--- src/rtl/uart_rx.sv ---
`default_nettype none
`timescale 1ns/1ps
// ============================================================================
//  Module      : uart_rx
//  Description : 8N1 UART receiver. The serial input is synchronised through
//                two flops, the start bit is confirmed at its midpoint, and
//                data and stop bits are then sampled once per bit period at
//                mid-bit.
//
//  Ports       : clk          system clock, rising-edge
//                reset        synchronous active-high reset
//                rx           asynchronous serial line, idle high
//                rx_data      last correctly received byte
//                rx_valid     one-cycle pulse, rx_data just updated
//                frame_error  one-cycle pulse, stop bit sampled low
//                busy         high while the receiver is not idle
//
//  Revision    : 1.0  initial release
// ============================================================================
module uart_rx #(
    parameter int CLKS_PER_BIT = 434
) (
    input  logic       clk,
    input  logic       reset,
    input  logic       rx,
    output logic [7:0] rx_data,
    output logic       rx_valid,
    output logic       frame_error,
    output logic       busy
);

    localparam int c_cnt_w = $clog2(CLKS_PER_BIT);

    // Terminal counts: mid start bit, then one full bit period per sample.
    localparam logic [c_cnt_w-1:0] c_half_last = c_cnt_w'(CLKS_PER_BIT / 2 - 1);
    localparam logic [c_cnt_w-1:0] c_bit_last  = c_cnt_w'(CLKS_PER_BIT - 1);

    localparam logic [2:0] c_st_idle      = 3'd0;
    localparam logic [2:0] c_st_start     = 3'd1;
    localparam logic [2:0] c_st_data      = 3'd2;
    localparam logic [2:0] c_st_stop      = 3'd3;
    localparam logic [2:0] c_st_wait_high = 3'd4;

    logic               r_rx_meta;
    logic               r_rx_s;
    logic [2:0]         r_state;
    logic [c_cnt_w-1:0] r_cnt;
    logic [2:0]         r_bit_idx;
    logic [7:0]         r_shift;
    logic [7:0]         r_rx_data;
    logic               r_rx_valid;
    logic               r_frame_error;

    // Two-flop synchroniser; both flops reset to the idle line level so a
    // reset never manufactures a falling edge.
    always_ff @(posedge clk) begin
        if (reset) begin
            r_rx_meta <= 1'b1;
            r_rx_s    <= 1'b1;
        end else begin
            r_rx_meta <= rx;
            r_rx_s    <= r_rx_meta;
        end
    end

    always_ff @(posedge clk) begin
        if (reset) begin
            r_state       <= c_st_idle;
            r_cnt         <= '0;
            r_bit_idx     <= '0;
            r_shift       <= '0;
            r_rx_data     <= '0;
            r_rx_valid    <= 1'b0;
            r_frame_error <= 1'b0;
        end else begin
            r_rx_valid    <= 1'b0;
            r_frame_error <= 1'b0;
            case (r_state)
                c_st_idle: begin
                    r_cnt     <= '0;
                    r_bit_idx <= '0;
                    if (!r_rx_s) begin
                        r_state <= c_st_start;
                    end
                end

                // A line that is high again at mid start bit was a glitch.
                c_st_start: begin
                    if (r_cnt == c_half_last) begin
                        r_cnt   <= '0;
                        r_state <= r_rx_s ? c_st_idle : c_st_data;
                    end else begin
                        r_cnt <= r_cnt + 1'b1;
                    end
                end

                // LSB arrives first, so shift right and insert at bit 7.
                c_st_data: begin
                    if (r_cnt == c_bit_last) begin
                        r_cnt   <= '0;
                        r_shift <= {r_rx_s, r_shift[7:1]};
                        if (r_bit_idx == 3'd7) begin
                            r_bit_idx <= '0;
                            r_state   <= c_st_stop;
                        end else begin
                            r_bit_idx <= r_bit_idx + 1'b1;
                        end
                    end else begin
                        r_cnt <= r_cnt + 1'b1;
                    end
                end

                // Leaving at mid stop bit leaves half a bit of margin to
                // catch a back-to-back start bit.
                c_st_stop: begin
                    if (r_cnt == c_bit_last) begin
                        r_cnt <= '0;
                        if (r_rx_s) begin
                            r_rx_data  <= r_shift;
                            r_rx_valid <= 1'b1;
                            r_state    <= c_st_idle;
                        end else begin
                            r_frame_error <= 1'b1;
                            r_state       <= c_st_wait_high;
                        end
                    end else begin
                        r_cnt <= r_cnt + 1'b1;
                    end
                end

                // A break holds the line low; wait it out so it reports once.
                c_st_wait_high: begin
                    r_cnt <= '0;
                    if (r_rx_s) begin
                        r_state <= c_st_idle;
                    end
                end

                default: begin
                    r_state <= c_st_idle;
                end
            endcase
        end
    end

    assign rx_data     = r_rx_data;
    assign rx_valid    = r_rx_valid;
    assign frame_error = r_frame_error;
    assign busy        = (r_state != c_st_idle);

endmodule
`default_nettype wire

--- config.mk ---
export PLATFORM = sky130hd
export DESIGN_NAME = uart_rx
export DESIGN_NICKNAME = d
export VERILOG_FILES = /design/src/rtl/uart_rx.sv
export SDC_FILE = /design/constraint.sdc
export NUM_CORES = 1
export LEC_CHECK = 0
export ABC_CLOCK_PERIOD_IN_PS = 1700
export CAP_MARGIN = 20
export CORE_ASPECT_RATIO = 1.1
export CORE_MARGIN = 5
export CORE_UTILIZATION = 45
export DETAILED_ROUTE_END_ITERATION = 8
export PLACE_DENSITY = 0.72
export SETUP_SLACK_MARGIN = 0.05
export SLEW_MARGIN = 20
export SYNTH_ARGS = -nofsm -noshare
export SYNTH_HDL_FRONTEND = slang
export SYNTH_SLANG_ARGS = --single-unit
--- constraint.sdc ---
create_clock -name clk -period 1.7 [get_ports clk]
set_input_delay 0.51 -clock clk [delete_from_list [all_inputs] [get_ports clk]]
set_output_delay 0.51 -clock clk [all_outputs]
set_load 0.01 [all_outputs]
==> run metrics, run 1 <==
Power Dens Cells just over 700 nW/µm²; die width just under 70 µm; count of final hold-check violations 0; Power, Total roughly 1.5 mW; sequential power share around 55%; routed vias approximately 1,300; Gate Count Post-Synth ~160; Max-Cap Viols 0; Clock Power Share a little over two fifths; reg-to-reg startpoint r_cnt[0]; share of the synthesized area in the top cell type a little over two fifths; Residual DRC 0; synth unique cells 39; Max VDD drop between 0.0006 and 0.0007 V; n_diodes 0; metal3 WL ~140 µm; Clock Skews 0.01449 ns; Fillers about 290; Hold Slack about 0.42 ns; Combinational Power Share 3.5%; Initial Util approximately 47%; CTS root buffer clkbuf_4; drt via density a little over 5; Worst Path Buf+Inv 1; starting DRC count in detailed routing 103; Syn. warnings 0; Clock transition at path regs approximately 0.12 ns; Overall Global Routing Usage between 15 and 20%; hold wc startpoint r_rx_meta; Synth area leaders dfxtp_1 (43%), mux2i_1 (11%), nor2_1 (6.3%); Pins Over Slew Limit 0; Top FF cell, synth dfxtp_1; post-synthesis average cell area 9.941 µm²; CP max stage cell a2111oi_4; Congestion Overflow GR 0; CP peak stage delay between 0.3 and 0.4 ns; CP required between 1.5 and 2 ns; DP Wirelength 2379 µm; WS Path Type reg -> reg; CTS H-tree depth 2; routed wl met2 ~1700 µm; DR WL/cell between 10 and 15 µm; Arrival @ worst endpoint 1.94 ns; worst-path fanout max 4; syn_nets 171; io pins 14; register bit total from synthesis 35; clk sinks 35; Layout area overhead 30.66%; Worst Max-Slew Pin Slew ~0.37 ns; initial antenna violation count 0; Pint 1.191 mW; failing checks setup timing; # rows 22; # port buffers 13; crit path time final approximately 1.7 ns; placed inst area between 1500 and 2000 µm²; Net Switching 313.3 µW; CP Launch Type flip-flop; CTS buffer count 5; CTS tree done; Switching Fraction a little over a fifth; largest net degree at the start of global routing 23; global-route wire length before repair approximately 6000 µm; Synth Cell Area about 1600 µm²; Vert. Die Dim roughly 73 µm; Hold Buf Count CTS 0; final setup fails 1; Max transition margin about three quarters; Final ANT Viol Nets 0; WL met1 ~1500 µm; Post-synth EDFFs 0; layout cells sized above 1 about 31%; Detailed Routing Iterations Pass 1 4; most frequent cells in the layout dfxtp_1 (31), nor2_1 (27), buf_4 (19), mux2i_1 (17), dlygate4sd2_1 (10); CTS max path bufs 2; Top Layer Used met4; max frequency around 0.59 GHz; RePlAce Congestion 0.7913; Die ar. around 4900 µm²; number of global-route vias before repair between 1,000 and 1,500; final instance area between 2000 and 2500 µm²; critical path, cell by cell inv_2 > ha_2 > and4bb_2 > a2111oi_4 > a211oi_4 > mux2_4; Placeable Area roughly 3400 µm²; P_leak 0.8624 nW; outcome finished with violations; Hold Path Class reg -> reg; Final #Nets around 200; Final WS setup -0.003111 ns; clock latency on the worst-skew pair between 0.3 and 0.4 ns; cell family with most CP delay compound AO/OA/AOI/OAI gates; unrepaired setup endpoints after global routing yes; final worst-path cycle share 100.2%; dpl ws -0.06057 ns; endpoint class of the critical path flip-flop; final wirelength ~3400 µm; Post-synth ARST share 0%; cell taking the most area after synthesis dfxtp_1; register area share after synthesis between 40% and 50%; Critical Path Start r_cnt[0]; most common cell after layout, fill and taps aside dfxtp_1
registers in the layout, indices dropped and copies added (netlist names):
signal,count
frame_error,1
r_bit_idx,3
r_cnt,9
r_rx_meta,1
r_rx_s,1
r_shift,8
r_state,3
rx_data,8
rx_valid,1
cells in the mapped netlist (2+ instances only):
| cell | instances |
|---|---|
| dfxtp_1 | 35 |
| nor2_1 | 27 |
| mux2i_1 | 17 |
| a21oi_1 | 9 |
| nand2_1 | 7 |
| ha_1 | 5 |
| xnor2_1 | 5 |
| inv_1 | 4 |
| nor2b_1 | 4 |
| and4b_1 | 3 |
| buf_4 | 3 |
| clkbuf_1 | 3 |
| nand4_1 | 3 |
| o21ai_0 | 3 |
| or2_2 | 3 |
| and4bb_2 | 2 |
| buf_2 | 2 |
| mux2_2 | 2 |
| nand3b_1 | 2 |
| nor3_1 | 2 |
| nor3b_1 | 2 |
| or3_1 | 2 |
| xor2_1 | 2 |
power groups by stage:
stage | logic (mW) | registers, mW | clock network (mW)
2_1_floorplan | 0.0290 | 0.844 | 0
3_3_place_gp | 0.0442 | 0.846 | 0
3_5_place_dp | 0.0463 | 0.846 | 0
4_1_cts | 0.0481 | 0.824 | 0.644
5_1_grt | 0.0573 | 0.824 | 0.685
6_report | 0.0525 | 0.823 | 0.629
worst paths after layout:
kind / to / cells after the start / slack [ns]
min: r_rx_s / 1 / 0.42
max: r_state[2] / 6 / -0.003
max reg2reg: r_state[2] / 6 / -0.003
min reg2reg: r_rx_s / 1 / 0.42
what timing repair did:
| item | in CTS | in global routing |
|---|---|---|
| setup endpoints to repair | 25 | 30 |
| pin swaps | 6 | 3 |
| gates resized for setup | 30 | 10 |
| setup buffers | 3 | 2 |
metrics by stage:
step	std cells	TNS [ns]	utilization [%]
2_1_floorplan	163	0	-
3_3_place_gp	234	0	56.12
3_5_place_dp	234	-0.1193	56.12
4_1_cts	245	0	60.41
5_1_grt	247	-0.4319	62.02
6_report	247	-0.003111	62.02
final cells by class:
cell class	instances	area [µm²]	area share [%]
multi-input cells	116	933.4	44.09
flip-flops and latches	35	713.2	33.69
repair buffers	36	309.0	14.60
well taps	48	60.06	2.837
clock buffers	6	51.30	2.423
clock inverters	2	35.03	1.655
inverters	4	15.01	0.7092
worst register-to-register path, stage by stage, from the launching register on:
cell and delay, ns:
dfxtp_4 0.38, inv_2 0.04, ha_2 0.17, and4bb_2 0.25
a2111oi_4 0.39, a211oi_4 0.08, mux2_4 0.31
kinds of logic (layout without fill, tap and decap cells):
family                   Yosys count  after routing  synth area share, %
XOR/XNOR                           7              7                3.784
buffers and inverters             12             48                3.629
AO/OA/AOI/OAI                     19             19                10.27
adder cells (fa/ha/maj)            5              5                3.861
multiplexers                      19             19                11.89
AND/OR/NAND/NOR                   66             66                23.32
flip-flops                        35             35                43.24
routing by layer:
layer	track usage [%]	vias up
met5	0	-
met1	18.87	597
met3	5.393	7
met2	26.20	30
met4	6.081	0
li1	-	635
(Power assumes the default switching activity.)
==> inputs of run 2 (changes only) <==
--- a/config.mk
+++ b/config.mk
@@ -5,6 +5,7 @@
 export SDC_FILE = /design/constraint.sdc
 export NUM_CORES = 1
 export LEC_CHECK = 0
+export ABC_AREA = 0
 export ABC_CLOCK_PERIOD_IN_PS = 1700
 export CAP_MARGIN = 20
 export CORE_ASPECT_RATIO = 1.1
==> results of run 2 <==
Final layout, timing and power as in run 1 (identical DEF).
